[config.mk]
export PLATFORM = sky130hd
export DESIGN_NAME = ghost_move_scheduler
export DESIGN_NICKNAME = d
export VERILOG_FILES = /design/src/rtl/ghost_move_scheduler.sv
export SDC_FILE = /design/constraint.sdc
export NUM_CORES = 1
export LEC_CHECK = 0
export CORE_MARGIN = 2
export CORE_UTILIZATION = 30
export DETAILED_ROUTE_END_ITERATION = 8
export SLEW_MARGIN = 20
export SYNTH_ARGS = -nofsm -noshare
export SYNTH_HDL_FRONTEND = slang
export SYNTH_SLANG_ARGS = --single-unit
[constraint.sdc]
create_clock -name Clk -period 3.9 [get_ports Clk]
set_input_delay 0.78 -clock Clk [delete_from_list [all_inputs] [get_ports Clk]]
set_output_delay 0.78 -clock Clk [all_outputs]
set_load 0.005 [all_outputs]
[src/rtl/ghost_move_scheduler.sv]
`default_nettype none
// ============================================================================
// ghost_move_scheduler - shares one GhostDirection unit across all ghosts each
// frame, applies clamped moves, and flags catches and frame overruns.
// Revision: 1.0
// ============================================================================
module ghost_move_scheduler #(
    parameter int NUM_GHOSTS = 4,
    parameter int STEP       = 1,
    parameter int SETTLE     = 2,
    parameter int HOME_X     = 304,
    parameter int HOME_Y     = 240,
    parameter int MAX_X      = 639,
    parameter int MAX_Y      = 479
) (
    input  logic                    Clk,
    input  logic                    Reset_n,
    input  logic                    frame_clk,
    input  logic                    Over,
    input  logic                    Restart,
    input  logic [9:0]              PacmanX,
    input  logic [9:0]              PacmanY,
    input  logic [3:0]              DirMovement,
    output logic [9:0]              DirGhostX,
    output logic [9:0]              DirGhostY,
    output logic [10*NUM_GHOSTS-1:0] GhostXs,
    output logic [10*NUM_GHOSTS-1:0] GhostYs,
    output logic [4*NUM_GHOSTS-1:0]  GhostDirs,
    output logic                    Busy,
    output logic                    RoundDone,
    output logic                    Caught,
    output logic                    Overrun
);

    localparam int          IDX_W     = (NUM_GHOSTS > 1) ? $clog2(NUM_GHOSTS) : 1;
    localparam logic [10:0] c_step    = 11'(STEP);
    localparam logic [10:0] c_max_x   = 11'(MAX_X);
    localparam logic [10:0] c_max_y   = 11'(MAX_Y);

    typedef enum logic [1:0] {
        S_IDLE   = 2'd0,
        S_SETUP  = 2'd1,
        S_SAMPLE = 2'd2,
        S_DONE   = 2'd3
    } state_t;

    state_t           r_state;
    logic [IDX_W-1:0] r_idx;
    logic [3:0]       r_cnt;
    logic [9:0]       r_gx   [NUM_GHOSTS];
    logic [9:0]       r_gy   [NUM_GHOSTS];
    logic [3:0]       r_gdir [NUM_GHOSTS];
    logic [9:0]       r_dir_x, r_dir_y;
    logic             r_busy, r_round_done, r_caught, r_overrun;
    logic             r_fsync1, r_fsync2, r_fsync3;

    logic             w_frame_rise;
    logic             w_last;
    logic             w_hit;
    logic [9:0]       w_new_x, w_new_y;

    assign w_frame_rise = r_fsync2 & ~r_fsync3;
    assign w_last       = (r_idx == IDX_W'(NUM_GHOSTS - 1));

    always_ff @(posedge Clk or negedge Reset_n) begin
        if (!Reset_n) begin
            r_fsync1 <= 1'b0;
            r_fsync2 <= 1'b0;
            r_fsync3 <= 1'b0;
        end else begin
            r_fsync1 <= frame_clk;
            r_fsync2 <= r_fsync1;
            r_fsync3 <= r_fsync2;
        end
    end

    // Bounds are checked in 11 bits so a move never wraps the 10-bit position.
    always_comb begin
        w_new_x = r_gx[r_idx];
        w_new_y = r_gy[r_idx];
        case (DirMovement)
            4'b0001: if ({1'b0, r_gx[r_idx]} >= c_step)
                         w_new_x = r_gx[r_idx] - 10'(STEP);
            4'b0010: if (({1'b0, r_gx[r_idx]} + c_step) <= c_max_x)
                         w_new_x = r_gx[r_idx] + 10'(STEP);
            4'b0100: if ({1'b0, r_gy[r_idx]} >= c_step)
                         w_new_y = r_gy[r_idx] - 10'(STEP);
            4'b1000: if (({1'b0, r_gy[r_idx]} + c_step) <= c_max_y)
                         w_new_y = r_gy[r_idx] + 10'(STEP);
            default: ;
        endcase
    end

    always_comb begin
        w_hit = 1'b0;
        for (int i = 0; i < NUM_GHOSTS; i++) begin
            if (r_gx[i] == PacmanX && r_gy[i] == PacmanY)
                w_hit = 1'b1;
        end
    end

    always_ff @(posedge Clk or negedge Reset_n) begin
        if (!Reset_n) begin
            r_state      <= S_IDLE;
            r_idx        <= '0;
            r_cnt        <= '0;
            r_busy       <= 1'b0;
            r_round_done <= 1'b0;
            r_caught     <= 1'b0;
            r_overrun    <= 1'b0;
            r_dir_x      <= 10'(HOME_X);
            r_dir_y      <= 10'(HOME_Y);
            for (int i = 0; i < NUM_GHOSTS; i++) begin
                r_gx[i]   <= 10'(HOME_X + 16 * i);
                r_gy[i]   <= 10'(HOME_Y);
                r_gdir[i] <= 4'b0000;
            end
        end else if (Restart) begin
            r_state      <= S_IDLE;
            r_idx        <= '0;
            r_cnt        <= '0;
            r_busy       <= 1'b0;
            r_round_done <= 1'b0;
            r_caught     <= 1'b0;
            r_overrun    <= 1'b0;
            r_dir_x      <= 10'(HOME_X);
            r_dir_y      <= 10'(HOME_Y);
            for (int i = 0; i < NUM_GHOSTS; i++) begin
                r_gx[i]   <= 10'(HOME_X + 16 * i);
                r_gy[i]   <= 10'(HOME_Y);
                r_gdir[i] <= 4'b0000;
            end
        end else begin
            r_round_done <= 1'b0;
            r_dir_x      <= r_gx[r_idx];
            r_dir_y      <= r_gy[r_idx];
            if (w_frame_rise && r_state != S_IDLE)
                r_overrun <= 1'b1;

            case (r_state)
                S_IDLE: begin
                    if (w_frame_rise && !Over) begin
                        r_state <= S_SETUP;
                        r_idx   <= '0;
                        r_cnt   <= '0;
                        r_busy  <= 1'b1;
                    end
                end
                S_SETUP: begin
                    r_cnt <= r_cnt + 4'd1;
                    if (r_cnt == 4'(SETTLE - 1))
                        r_state <= S_SAMPLE;
                end
                S_SAMPLE: begin
                    r_gdir[r_idx] <= DirMovement;
                    r_gx[r_idx]   <= w_new_x;
                    r_gy[r_idx]   <= w_new_y;
                    if (w_last) begin
                        r_state      <= S_DONE;
                        r_round_done <= 1'b1;
                    end else begin
                        r_idx   <= r_idx + IDX_W'(1);
                        r_cnt   <= '0;
                        r_state <= S_SETUP;
                    end
                end
                S_DONE: begin
                    r_caught <= r_caught | w_hit;
                    r_idx    <= '0;
                    r_busy   <= 1'b0;
                    r_state  <= S_IDLE;
                end
                default: r_state <= S_IDLE;
            endcase
        end
    end

    generate
        for (genvar g = 0; g < NUM_GHOSTS; g++) begin : g_pack
            assign GhostXs[10*g +: 10]  = r_gx[g];
            assign GhostYs[10*g +: 10]  = r_gy[g];
            assign GhostDirs[4*g +: 4]  = r_gdir[g];
        end
    endgenerate

    assign DirGhostX = r_dir_x;
    assign DirGhostY = r_dir_y;
    assign Busy      = r_busy;
    assign RoundDone = r_round_done;
    assign Caught    = r_caught;
    assign Overrun   = r_overrun;

endmodule
`default_nettype wire
==> results.yml <==
setup_path:
  worstSetupEndpointType: "register"
  cp.depth: 14
  crit_family: "buffers and inverters"
  critPathLaunchType: "register"
  r2r_end: "GhostXs[37]"
  cp_num_buf_inv: 4
  cpPeakStageDelay_ns: 0.54
  cp_max_fo: 13
  slowest_stage: "dfrtp_1"
  reg2reg_depth: 14
  crit_type: "register to register"
  path_cells: "buf_4 > mux4_2 > buf_4 > inv_1 > ha_1 > nor3b_1 > buf_4 > nand3b_1 > nand3_1 > nor2_1 > a211oi_1 > a21oi_1 > a31oi_1 > a21oi_1"
  crit_top_cell: "buf_4"
  cp.arrival_ns: 3.79
  cp.required_ns: 4.19
  r2r_slack_ns: 0.40
  r2r_start: "r_idx[1]"
synth:
  synth_top_family_by_area: "simple AND/OR/NAND/NOR gates"
  synth_area_leader_cell: "dfrtp_1"
  synth_top_cell_area_share: 0.313
  syn_nets: 850
  yosysWarningCount: 0
  syn_inst: 807
  synth-edff-count: 0
  ys_seq_elements: 131
  synth_mux_area_frac: 0.0651
  syn_area_per_cell_um2: 9.62
  synthTopCellsByCount: "dfrtp_1, nand2_1, a21oi_1, xnor2_1"
  synth_simple_gate_area_frac: 0.192
  synth_compound_area_frac: 0.144
  seq_area_frac_synth: 0.428
  async_flop_share: 1.00
  synth_xor_area_frac: 0.107
  yosysMostFrequentCell: "dfrtp_1"
  synth-adder-area-share: 0.0226
  synthFlopType: "dfrtp_1"
  ys_types: 68
  netlist_area_mm2: 0.00776
  synth_area_leaders: "dfrtp_1, dfstp_2, xnor2_1"
placed_design:
  gp_congestion: 0.949
  place_hpwl_um: 21400
  placed_cell_area_mm2: 0.00965
  dp.cells: 1261
  portBuffers: 148
drt:
  firstDrtPassIters: 5
  ant_nets: 0
  vias_per_cell: 5.38
  drc: 0
  num_vias: 6971
  routed_wl_um: 28600
  drt_iter0_drc: 749
  wire_per_inst_um: 22.1
die:
  die_width_um: 165
  die_y_um: 165
  core-area_mm2: 0.0253
  die-area_mm2: 0.0272
  io_pins: 149
  num_rows: 58
  start_util: 0.307
sta:
  setup_viol: 0
  clock-skew-final_ns: 0.0119
  setup_tns_ns: 0
  post-route-period-util: 0.897
  hold_viol: 0
  fin_crit_ns: 3.50
  rsz0062_at_grt: "false"
  slew_headroom: 0.351
  timing.fmax_ghz: 0.286
  slew_viol_final: 0
  tightestPinTransition_ns: 0.972
clock_network:
  cts.htree.levels: 4
  tritoncts: "yes"
  clkLatencyLatePin_ns: 0.43
  cts_sinks: 131
  cts_buffer_depth: 2
  root_buffer: "clkbuf_16"
  cts_setup_buffers: 0
  cts_resized: 0
  numCtsBuffers: 17
  cts.reportedPaths.clkPinSlew_ns: 0.06
  hold_buffers: 0
layout:
  areaGrowthSynthToFinish_pct: 31.8
  stdcell_count: 1295
  final_core_util: 0.404
  fillers: 2495
  layout.nets: 993
  stdcell_area_mm2: 0.0102
  post_route_cells_drive_above_1_share: 0.159
pwr:
  sw_frac_of_total: 0.255
  vdd_drop_max_mv: 0.245
  intPower_mw: 2.40
  power_frac_seq: 0.427
  p_sw_mw: 0.819
  clockPowerShare: 0.503
  p_comb_frac: 0.070
  powerDensity_mw_per_mm2: 314
  p_leak_nw: 3.95
grt:
  antenna_found_initial: 2
  grt_use_total: 0.216
  grt_pass1_wl_um: 42800
  grt_pass1_vias: 6721
  grt-ovfl-total: 0
  grt_max_degree: 62
flow_run:
  cap_violations: 0
worst_hold_path:
  hold_end: "r_fsync2"
  hold_path_class: "register to register"
  hold_depth: 0
  min_from: "r_fsync1"
run_status:
  outcome: "completed"
-- cell families (layout without fill, tap and decap cells) --
kind of cell             Yosys count  in the layout
AO/OA/AOI/OAI                    189            189
XOR/XNOR                          93             93
adder cells (fa/ha/maj)           14             14
buffers and inverters             70            226
flip-flops                       131            131
multiplexers                      25             25
other                              0              2
AND/OR/NAND/NOR                  285            285
-- area by class of cell --
cell class / instances / area [um^2] / area share
diodes: 2 / 5.00 / 0.000489
flip-flops and latches: 131 / 3320 / 0.324
clock inverters: 14 / 155 / 0.0152
clock buffers: 18 / 429 / 0.0419
inverters: 14 / 52.6 / 0.00513
multi-input cells: 606 / 4120 / 0.403
well taps: 330 / 413 / 0.0403
repair buffers: 180 / 1740 / 0.170
-- state kept, by name, summed over array words and instances (netlist names) --
name / count
Busy: 1
Caught: 1
DirGhostX: 10
DirGhostY: 10
GhostDirs: 16
GhostXs: 40
GhostYs: 40
Overrun: 1
RoundDone: 1
r_cnt: 4
r_fsync1: 1
r_fsync2: 1
r_fsync3: 1
r_idx: 2
r_state: 2
-- how the worst max path moves through the flow --
stage	endpoint	slack [ns]	startpoint
floorplan	GhostXs[10]	0.67	r_idx[0]
global placement	GhostYs[29]	0.09	DirMovement[1]
detailed placement	GhostYs[39]	0.07	DirMovement[1]
CTS	GhostYs[33]	0.43	r_idx[0]
global route	GhostYs[3]	0.14	r_idx[0]
finish	GhostXs[37]	0.40	r_idx[1]
-- worst reg2reg max path, cell delays in order, from the launching register on --
cell	delay [ns]
dfrtp_1	0.54
buf_4	0.27
mux4_2	0.36
buf_4	0.21
inv_1	0.19
ha_1	0.23
nor3b_1	0.19
buf_4	0.17
nand3b_1	0.13
nand3_1	0.20
nor2_1	0.08
a211oi_1	0.24
a21oi_1	0.07
a31oi_1	0.38
a21oi_1	0.14
-- power by group through the flow --
stage	logic (mW)	clock network, mW	registers, mW
5_1_grt	0.243	1.71	1.37
3_3_place_gp	0.224	0	1.40
6_report	0.225	1.62	1.37
4_1_cts	0.224	1.64	1.37
3_5_place_dp	0.222	0	1.40
2_1_floorplan	0.102	0	1.40
-- per-stage QoR --
step | total power, mW | hold slack (ns) | worst slack (ns)
after floorplan | 1.50 | 0.331 | 0.670
after global placement | 1.62 | 0.331 | 0.0864
after detailed placement | 1.62 | 0.336 | 0.0672
after CTS | 3.24 | 0.351 | 0.431
after global routing | 3.33 | 0.372 | 0.141
final | 3.22 | 0.349 | 0.400
-- layout by cell type (no fill, tap or decap), types with 3 or more instances in the layout --
master / n
clkdlybuf4s50_1: 146
dfrtp_1: 97
nand2_1: 92
a21oi_1: 78
xnor2_1: 57
nor2_1: 48
o21ai_0: 48
dfstp_2: 34
xor2_1: 34
nand3_1: 32
buf_4: 31
mux4_2: 20
nor3_1: 18
nand4_1: 17
clkbuf_16: 17
and2_1: 14
o21ai_1: 14
ha_1: 14
inv_1: 12
o211ai_1: 9
or2_2: 8
nor4b_1: 8
nor4_1: 8
a22o_1: 7
nand2b_1: 7
a31oi_1: 6
a211oi_1: 6
or3_1: 5
clkinv_4: 5
and3_1: 3
mux2i_1: 3
o22ai_1: 3
nand3b_1: 3
inv_6: 3
-- routing by layer --
metal / track usage / routed length, um
met4: 0.0810 / 870
met3: 0.0676 / 2980
met1: 0.293 / 12100
met2: 0.323 / 12600
met5: 0 / 16
(Power assumes the default switching activity.)
==> patch: new RTL, same flow settings <==
Make the reset (`Reset_n`) synchronous in 2 clocked blocks.
--- a/src/rtl/ghost_move_scheduler.sv
+++ b/src/rtl/ghost_move_scheduler.sv
@@ -63,5 +63,5 @@
     assign w_last       = (r_idx == IDX_W'(NUM_GHOSTS - 1));
 
-    always_ff @(posedge Clk or negedge Reset_n) begin
+    always_ff @(posedge Clk) begin
         if (!Reset_n) begin
             r_fsync1 <= 1'b0;
@@ -100,5 +100,5 @@
     end
 
-    always_ff @(posedge Clk or negedge Reset_n) begin
+    always_ff @(posedge Clk) begin
         if (!Reset_n) begin
             r_state      <= S_IDLE;
Check against the original RTL: differs if Reset_n is asserted again (counterexample within 4 cycles, from zero or initial values and one cycle with Reset_n low); with Reset_n held inactive, the same outputs for 10 cycles.
==> patch against the unedited design <==
- clock power shrank 13%
- die area shrank 3.3%
- global-route usage down 1.3 points
- synthesized area shrank 3.4%
- design area decreased by 2.6%
- synthesized cell count is 13% lower
- wire length is 7.6% lower
- via count down 8.8%
- count of clock-buffer cells in the layout rose by 4
- fmax down 5.4%
- power rose by 4.0%
- worst setup slack got worse by 0.20 ns
- sequential cell count up 2
- largest power group is now registers
==> patch: results <==
group,metric,value,unit
hold_path,min_to,"r_fsync2$_SDFF_PN0_",
setup_path,setup.worst_path.start_class,"flop",
hold_path,holdPathStages,1,
hold_path,worstHoldPathType,"reg -> reg",
global_routing,grt_remaining_overflow,0,
sta,finClkSkew,0.0110,ns
logic_synthesis,synthMuxAreaShare,8.15,%
logic_synthesis,synthAdderAreaFrac,2.33,%
pwr,ir_worst_vdd,0.000299,V
setup_path,crit_end,"r_gx[0][7]$_SDFFCE_PN0P_",
routing,vias_per_cell,5.30,
setup_path,slowest_delay,0.54,ns
place,place_area,9460,um2
clocking,cts_made_buffers,17,
logic_synthesis,synth_xor_area_share,10.7,%
clocking,ctsLongestPathBuffers,2,
layout,drive_gt1_share,10.5,%
clocking,post_cts_buffers,0,
logic_synthesis,synth-seq-area-share,48.3,%
global_routing,grt_util_all_layers,20.3,%
layout,stdcell_count,1200,
logic_synthesis,avgSynthCellArea,10.7,um2
place,io_buffers,148,
logic_synthesis,yosysWarnings,0,
global_routing,grt_max_degree,25,
global_routing,antenna_found_initial,0,
logic_synthesis,synth_compound_area_share,8.77,%
sta,slew_headroom,40.2,%
place,dp_hpwl,19700,um
clocking,clkTransAtPathRegs,0.06,ns
setup_path,critPathSlowestCell,"o21ai_2",
place,gp_congestion,0.985,
global_routing,grt_pass1_vias,6221,
setup_path,regToRegSetupSlack,0.20,ns
clocking,cts_root_buf,"clkbuf_16",
pwr,p_leak,3.37,nW
logic_synthesis,synth_edf_count,96,
logic_synthesis,synth_cell_types,65,
outcome,status,"completed",
global_routing,grt_first_pass_wirelength,39100,um
logic_synthesis,synth_common_cells,"edfxtp_1 (96), nand2_1 (75), nor2_1 (70)",
sta,layout_min_cycle_time,3.70,ns
layout,insertedDiodeCount,0,
logic_synthesis,syn_area,7500,um2
clocking,postCtsHoldBufs,0,
layout,nNetsFinal,906,
clocking,htreeDepth,4,
setup_path,rr_worst_depth,9,
routing,drt-total-wl,26400,um
logic_synthesis,netlist_top_cells_area,"edfxtp_1 (38%), dfxtp_1 (9.9%), xnor2_1 (6.0%), mux4_2 (5.4%), xor2_1 (4.8%)",
clocking,insertion_delay,0.43,ns
logic_synthesis,async_flop_share,0,%
setup_path,path_max_fanout,20,
hold_path,hold_start,"r_fsync1$_SDFF_PN0_",
place,place_ws,0.295,ns
setup_path,critPathArrivalTime,3.85,ns
routing,drtPass1Iterations,7,
sta,holdWs,0.433,ns
logic_synthesis,synthesis.nets,744,
routing,drtIter0Drc,693,
[patch: cell count changes in the layout (fill, tap and decap cells not counted), sizes merged, moves of 11 or more]
| cell | unedited run | this run |
|---|---|---|
| dfrtp | 97 | 0 |
| edfxtp | 0 | 96 |
| o21ai | 64 | 8 |
| a21oi | 80 | 26 |
| dfxtp | 0 | 37 |
| dfstp | 34 | 0 |
| nor2 | 49 | 70 |
| nand3 | 34 | 16 |
| nand2 | 92 | 75 |
| mux2i | 4 | 18 |
| and2 | 16 | 27 |
[patch: metal layers]
metal	vias to the layer above	global-route usage, %	share of wire (%)
met3	30	5.41	9.9
li1	2871	-	-
met2	342	31.3	45
met4	0	5.31	1.5
met5	-	0	0
met1	3116	28.1	44
[patch: cells by family after synthesis]
logic type	count (synthesis)
simple gates	276
buf+inv	59
fa+ha+maj	14
mux	38
flops	133
xor+xnor	92
compound gates	89
[patch: cell type report]
cell class	count	area, um2
Tap cell	324	405
Multi-Input combinational cell	509	3620
Clock buffer	22	444
Fill cell	2347	14500
Inverter	22	82.6
Timing Repair Buffer	180	1730
Sequential cell	133	3620
Clock inverter	10	60.1
[patch: critical path, delay by kind of cell (launching register included)]
family / cells / cell delay [ns]
compound gates: 5 / 1.61
buf+inv: 1 / 0.39
flops: 1 / 0.48
mux: 1 / 0.48
simple gates: 2 / 0.44
[patch: what timing repair did]
item | in CTS | in global routing
endpoints found under the hold margin | 0 | 0
endpoints found under the setup margin | 0 | 4
gates resized for setup | 0 | 2
[patch: power breakdown]
group	total (mW)	internal (mW)	switching, mW
registers	1.58	1.55	0.0346
clock network	1.41	0.803	0.608
logic	0.350	0.160	0.190
total	3.34	2.51	0.833
